### config.mk
export PLATFORM = sky130hd
export DESIGN_NAME = universal_shift_register_flat
export DESIGN_NICKNAME = d
export VERILOG_FILES = /design/src/rtl/universal_shift_register_pkg.sv /design/src/rtl/universal_shift_register_if.sv /design/src/rtl/universal_shift_register_shift_counter.sv /design/src/rtl/universal_shift_register.sv /design/src/flat_wrapper.sv
export SDC_FILE = /design/constraint.sdc
export NUM_CORES = 1
export LEC_CHECK = 0
export CELL_PAD_IN_SITES_DETAIL_PLACEMENT = 1
export CELL_PAD_IN_SITES_GLOBAL_PLACEMENT = 1
export CORE_ASPECT_RATIO = 2
export CORE_MARGIN = 3
export CORE_UTILIZATION = 31
export CTS_CLUSTER_SIZE = 24
export DETAILED_ROUTE_END_ITERATION = 6
export PLACE_DENSITY_LB_ADDON = 0.25
export SETUP_SLACK_MARGIN = 0.1
export SLEW_MARGIN = 20
export SYNTH_ARGS = -nofsm -noshare
export SYNTH_HDL_FRONTEND = slang
export SYNTH_HIERARCHICAL = 1
export SYNTH_SLANG_ARGS = --single-unit
### constraint.sdc
create_clock -name i_clk -period 1.2 [get_ports i_clk]
set_input_delay 0.12 -clock i_clk [delete_from_list [all_inputs] [get_ports i_clk]]
set_output_delay 0.12 -clock i_clk [all_outputs]
set_load 0.02 [all_outputs]
### src/rtl/universal_shift_register_pkg.sv
// Shared definitions for the universal shift register.
// Contents: the mode code enumeration and a helper that classifies the shift-type modes,
// which are the modes that advance the word counter.
package universal_shift_register_pkg;

  localparam int unsigned MODE_W = 3;

  typedef enum logic [MODE_W-1:0] {
    ModeHold = 3'd0,
    ModeShl  = 3'd1,
    ModeShr  = 3'd2,
    ModeLoad = 3'd3,
    ModeRol  = 3'd4,
    ModeRor  = 3'd5,
    ModeAsr  = 3'd6,
    ModeRsvd = 3'd7
  } mode_e;

  function automatic logic is_shift_mode(mode_e m);
    return (m inside {ModeShl, ModeShr, ModeRol, ModeRor, ModeAsr});
  endfunction

endpackage

### src/rtl/universal_shift_register_if.sv
// Bus interface for the universal shift register.
// master: drives en, mode, sin_lsb, sin_msb, d; observes q, sout_msb, sout_lsb, word_done.
// slave : the register itself (inputs and outputs reversed).
interface universal_shift_register_if #(
  parameter int unsigned WIDTH = 8
);
  import universal_shift_register_pkg::*;

  logic              en;
  logic [MODE_W-1:0] mode;
  logic              sin_lsb;
  logic              sin_msb;
  logic [WIDTH-1:0]  d;
  logic [WIDTH-1:0]  q;
  logic              sout_msb;
  logic              sout_lsb;
  logic              word_done;

  modport master (
    output en, mode, sin_lsb, sin_msb, d,
    input  q, sout_msb, sout_lsb, word_done
  );

  modport slave (
    input  en, mode, sin_lsb, sin_msb, d,
    output q, sout_msb, sout_lsb, word_done
  );

endinterface

### src/rtl/universal_shift_register_shift_counter.sv
// Word counter for the universal shift register.
// Counts shift-type operations; on the WIDTH-th one it wraps to zero and raises o_wrap for
// exactly the following cycle.
// Ports: i_clk, i_reset (sync, active-high), i_inc (count one shift), i_clr (restart the word),
//        o_wrap (registered one-cycle word-complete pulse).
module universal_shift_register_shift_counter #(
  parameter int unsigned WIDTH = 8
) (
  input  logic i_clk,
  input  logic i_reset,
  input  logic i_inc,
  input  logic i_clr,
  output logic o_wrap
);

  localparam int unsigned CNT_W = $clog2(WIDTH + 1);
  localparam logic [CNT_W-1:0] LAST = CNT_W'(WIDTH - 1);

  logic [CNT_W-1:0] r_cnt;
  logic             r_wrap;

  always_ff @(posedge i_clk) begin
    if (i_reset) begin
      r_cnt  <= '0;
      r_wrap <= 1'b0;
    end else if (i_clr) begin
      r_cnt  <= '0;
      r_wrap <= 1'b0;
    end else if (i_inc) begin
      if (r_cnt == LAST) begin
        r_cnt  <= '0;
        r_wrap <= 1'b1;
      end else begin
        r_cnt  <= r_cnt + 1'b1;
        r_wrap <= 1'b0;
      end
    end else begin
      r_wrap <= 1'b0;
    end
  end

  assign o_wrap = r_wrap;

endmodule

### src/rtl/universal_shift_register.sv
// Universal shift register: WIDTH-bit register with hold, logical shift left/right,
// rotate left/right, arithmetic shift right and parallel load, selected per cycle by mode.
// Ports: i_clk, i_reset (sync, active-high), io_bus (slave modport: en, mode, sin_lsb, sin_msb,
//        d in; q, sout_msb, sout_lsb, word_done out).
// word_done pulses for one cycle after every WIDTH-th enabled shift-type operation.
module universal_shift_register
  import universal_shift_register_pkg::*;
#(
  parameter int unsigned      WIDTH       = 8,
  parameter logic [WIDTH-1:0] RESET_VALUE = '0
) (
  input  logic                              i_clk,
  input  logic                              i_reset,
  universal_shift_register_if.slave         io_bus
);

  logic [WIDTH-1:0] r_q;
  logic [WIDTH-1:0] w_q_next;
  mode_e            w_mode;
  logic             w_inc;
  logic             w_clr;
  logic             w_wrap;

  assign w_mode = mode_e'(io_bus.mode);

  // Serial inputs are only referenced inside their own shift arms, so an undriven tap
  // cannot leak into q in any other mode.
  always_comb begin
    w_q_next = r_q;
    if (io_bus.en) begin
      case (w_mode)
        ModeShl:  w_q_next = {r_q[WIDTH-2:0], io_bus.sin_lsb};
        ModeShr:  w_q_next = {io_bus.sin_msb, r_q[WIDTH-1:1]};
        ModeLoad: w_q_next = io_bus.d;
        ModeRol:  w_q_next = {r_q[WIDTH-2:0], r_q[WIDTH-1]};
        ModeRor:  w_q_next = {r_q[0], r_q[WIDTH-1:1]};
        ModeAsr:  w_q_next = {r_q[WIDTH-1], r_q[WIDTH-1:1]};
        default:  w_q_next = r_q;
      endcase
    end
  end

  assign w_inc = io_bus.en && is_shift_mode(w_mode);
  assign w_clr = io_bus.en && (w_mode == ModeLoad);

  always_ff @(posedge i_clk) begin
    if (i_reset) begin
      r_q <= RESET_VALUE;
    end else begin
      r_q <= w_q_next;
    end
  end

  universal_shift_register_shift_counter #(
    .WIDTH (WIDTH)
  ) u_shift_counter (
    .i_clk   (i_clk),
    .i_reset (i_reset),
    .i_inc   (w_inc),
    .i_clr   (w_clr),
    .o_wrap  (w_wrap)
  );

  assign io_bus.q         = r_q;
  assign io_bus.sout_msb  = r_q[WIDTH-1];
  assign io_bus.sout_lsb  = r_q[0];
  assign io_bus.word_done = w_wrap;

endmodule

### src/flat_wrapper.sv
// flat-port wrapper written by rule: the top's interface ports become plain ports
module universal_shift_register_flat import universal_shift_register_pkg::*;
#(
  parameter int unsigned      WIDTH       = 8,
  parameter logic [WIDTH-1:0] RESET_VALUE = '0
)
  (i_clk, i_reset, io_bus_en, io_bus_mode, io_bus_sin_lsb, io_bus_sin_msb, io_bus_d, io_bus_q, io_bus_sout_msb, io_bus_sout_lsb, io_bus_word_done);
  universal_shift_register_if #(.WIDTH(WIDTH)) io_bus_i ();
  input  logic i_clk;
  input  logic i_reset;
  input wire logic [$bits(io_bus_i.en)-1:0] io_bus_en;
  input wire logic [$bits(io_bus_i.mode)-1:0] io_bus_mode;
  input wire logic [$bits(io_bus_i.sin_lsb)-1:0] io_bus_sin_lsb;
  input wire logic [$bits(io_bus_i.sin_msb)-1:0] io_bus_sin_msb;
  input wire logic [$bits(io_bus_i.d)-1:0] io_bus_d;
  output wire logic [$bits(io_bus_i.q)-1:0] io_bus_q;
  output wire logic [$bits(io_bus_i.sout_msb)-1:0] io_bus_sout_msb;
  output wire logic [$bits(io_bus_i.sout_lsb)-1:0] io_bus_sout_lsb;
  output wire logic [$bits(io_bus_i.word_done)-1:0] io_bus_word_done;
  assign io_bus_i.en = io_bus_en;
  assign io_bus_i.mode = io_bus_mode;
  assign io_bus_i.sin_lsb = io_bus_sin_lsb;
  assign io_bus_i.sin_msb = io_bus_sin_msb;
  assign io_bus_i.d = io_bus_d;
  assign io_bus_q = io_bus_i.q;
  assign io_bus_sout_msb = io_bus_i.sout_msb;
  assign io_bus_sout_lsb = io_bus_i.sout_lsb;
  assign io_bus_word_done = io_bus_i.word_done;
  universal_shift_register #(.WIDTH(WIDTH), .RESET_VALUE(RESET_VALUE)) u_core (.i_clk(i_clk), .i_reset(i_reset), .io_bus(io_bus_i));
endmodule
==> summary.txt, run 1 <==
Status
  – Status: finished, violations left
  – Violated checks: negative setup slack

Synth
  – Post-synthesis sequential element count: 13
  – Post-synthesis sequential area ratio: 28.7%
  – Yosys top cell by area: dfxtp_1
  – Mapped cell area: 908 sq um
  – Ys async rst share: 0%
  – Netlist cell types: 34
  – Yosys top cell area share: 28.7%
  – Post-synth EDFFs: 0
  – Syn. warnings: 6
  – Main area contributors after synthesis: dfxtp_1 29%, a21oi_1 8.8%, mux2i_1 8.8%
  – Synth top cells by count: 16 x a21oi_1, 14 x nor2_1, 13 x dfxtp_1
  – Syn Nets: 116
  – Main synth FF type: dfxtp_1
  – Cells after Synth: 99
  – Syn_area_per_cell: 9.18 sq um
  – Count leader, synth: a21oi_1

Floorplan
  – Row count: 27
  – Starting density of the core: 32.8%
  – Die width: 44.3 um
  – Die height: 82.6 um
  – Die area: 3650 sq um
  – I/O pin total: 27
  – Core Region: 2770 sq um

Clock network
  – Clock sinks: 13
  – Cts hold-fix bufs: 0
  – TritonCTS clock tree: done
  – Clock transition at path regs: 70 ps
  – H-tree levels: 1
  – Clock Latency Late Sink: 250 ps
  – Clock root buffer: clkbuf_8
  – CTS Buf Count: 3
  – Max clock buf depth: 2

Place
  – Placed cell count: 174
  – Post-place setup slack: -656 ps
  – HPWL after detailed placement: 2.35 mm
  – GP Congestion: 0.812
  – Port Buf Inserts: 26
  – DP Area: 1370 sq um

GRT
  – Remaining Overflow, GRT: 0
  – GRT Util Overall: 19.9%
  – Vias in the first global route: 1056
  – Largest net degree at the start of global routing: 11
  – First-pass GRT wire length: 5.24 mm
  – Initial antenna violation count: 0

Detailed routing
  – Final wirelength: 3.32 mm
  – Final ANT Viol Nets: 0
  – First drt pass iteration count: 4
  – Initial DRC Count: 8
  – Final routed DRC violation total: 0
  – Vias post-DR: 969
  – DR WL/cell: 18.1 um
  – Vias per inst: 5.30

Power and ir drop
  – Peak supply drop: 0.000545 V
  – Sw Pwr: 0.000462 W
  – Seq pwr share: 33.5%
  – Pwr/cell area: 912 nW/um^2
  – Switch share: 32.2%
  – Comb pwr share: 37.9%
  – Internal power: 0.000974 W
  – Clk network pwr share: 28.6%
  – Lkg Pwr: 0.692 nW

Worst setup path
  – Critical Path End Type: flop
  – Worst Path Arrival: 1360 ps
  – Buf/Inv on CP: 0
  – CP max-delay cell: dfxtp_4
  – Family with the most delay on the worst path: compound AO/OA/AOI/OAI gates
  – Worst-path cell chain: mux2_4 -> a22o_1 -> a221oi_2 -> a211oi_2
  – Critical path's largest stage delay: 350 ps
  – CP Launch Type: flop
  – CP max FO: 3
  – Kind of critical path: reg2reg
  – Worst path required time: 1330 ps

Timing
  – Worst Skew: 6.86 ps
  – Fin. Hold Viols: 0
  – Final worst slack: -34.4 ps
  – Fmax: 810 MHz
  – Min Tclk post-route: 1230 ps
  – Setup TNS: -34.4 ps
  – Slew @ Worst Pin: 422 ps
  – Final Max Tran Viols: 0
  – Relative slew slack: 71.9%
  – RSZ-0062 raised after global routing: true
  – Final setup vio count: 1
  – Final period util: 103%
  – Fin Hold WS: 293 ps

Cells and area
  – Non-filler cells, final: 183
  – Final Instance Area: 1580 sq um
  – Synth-to-layout area growth: 73.4%
  – N_diodes: 0
  – Share of cells above drive strength 1: 52.6%
  – Nets: 172

Flow run
  – Maxcap violations: 0

Worst hold path
  – Hold Path Class: in2reg
-- state kept, by name (all words and copies together), names as in the netlist --
name and count:
u_core/u_shift_counter/o_wrap 1, u_core/io_bus.q 8, u_core/u_shift_counter/r_cnt 4
-- worst register-to-register path, delay by kind of cell (launching register included) --
| family | cells | cell delay (ps) |
|---|---|---|
| mux | 1 | 250 |
| compound gates | 3 | 520 |
| flops | 1 | 350 |
-- metrics by stage --
step / util, % / power [W]
5_1_grt: 56.9 / 0.00151
4_1_cts: 55.2 / 0.00141
6_report: 56.9 / 0.00144
3_3_place_gp: 49.3 / 0.000941
2_1_floorplan: - / 0.000737
3_5_place_dp: 49.3 / 0.000956
-- final timing paths --
kind / cells past startpoint / slack, ps / startpoint / end
hold / removal: 4 / 290 / io_bus_mode[1] / u_core/io_bus.q[7]
setup reg to reg: 4 / -30 / u_core/io_bus.q[6] / u_core/io_bus.q[7]
hold reg to reg: 2 / 610 / u_core/io_bus.q[6] / u_core/io_bus.q[7]
setup / recovery: 4 / -30 / u_core/io_bus.q[6] / u_core/io_bus.q[7]
-- kinds of logic after synthesis --
group | Yosys count | synth area share [%]
adders and majority gates | 1 | 1.38
DFF | 13 | 28.7
buffers and inverters | 12 | 10.3
xor gates and xnor gates | 1 | 0.964
and+or+nand+nor | 31 | 19.8
muxes | 11 | 12.9
AOI/OAI and AO/OA | 30 | 25.9
-- power by group through the flow --
stage                     sequential (W)  clock, W  combinational, W
after floorplan                 0.000527         0          0.000210
after global placement          0.000489         0          0.000452
after detailed placement        0.000490         0          0.000466
after CTS                       0.000479  0.000419          0.000515
after global routing            0.000485  0.000442          0.000579
final                           0.000482  0.000410          0.000544
-- placed cells by master (no fill, tap or decap), drive strengths merged --
cell type	instances
a2111oi	1
a21bo	1
and2b	1
nand3b	2
clkbuf	7
inv	3
a221oi	3
nor3	3
nand4	1
mux2	3
and4b	1
a21o	2
o31ai	1
a32o	1
mux2i	8
nand2	2
ha	1
buf	37
nor2	14
nor4	1
a22o	1
nor3b	2
dfxtp	13
nor2b	1
dlygate4sd2	7
a211oi	5
or2	1
clkdlybuf4s50	11
clkdlybuf4s15	1
a21oi	16
and2	1
xnor2	1
nand2b	1
-- routing by layer --
layer,vias up,GRT usage [%],routed length (um)
li1,469,-,-
met1,483,18.9,1160
met2,15,41.4,2060
met3,2,1.95,77
met4,0,6.34,23
met5,-,0,0
-- area by class of cell --
| cell class | instances | area [sq um] |
|---|---|---|
| clock buffers | 4 | 45.0 |
| fillers | 321 | 1190 |
| inverters | 3 | 11.3 |
| multi-input cells | 75 | 707 |
| flip-flops and latches | 13 | 265 |
| well taps | 29 | 36.3 |
| repair buffers | 59 | 510 |
-- repair_timing --
action                     CTS  global route
buffers inserted             5             0
setup endpoints to repair   24            14
gates resized for setup     57            22
pin swaps                    9             4
cloned                       0             1
Power figures use the tool's default switching activity.
==> run 2, diff against run 1 <==
--- a/config.mk
+++ b/config.mk
@@ -12,6 +12,7 @@
 export CORE_UTILIZATION = 31
 export CTS_CLUSTER_SIZE = 24
 export DETAILED_ROUTE_END_ITERATION = 6
+export HOLD_SLACK_MARGIN = 0.12
 export PLACE_DENSITY_LB_ADDON = 0.25
 export SETUP_SLACK_MARGIN = 0.1
 export SLEW_MARGIN = 20
==> results of run 2 <==
Same layout as run 1: the final DEF is identical, and so are final timing and power.
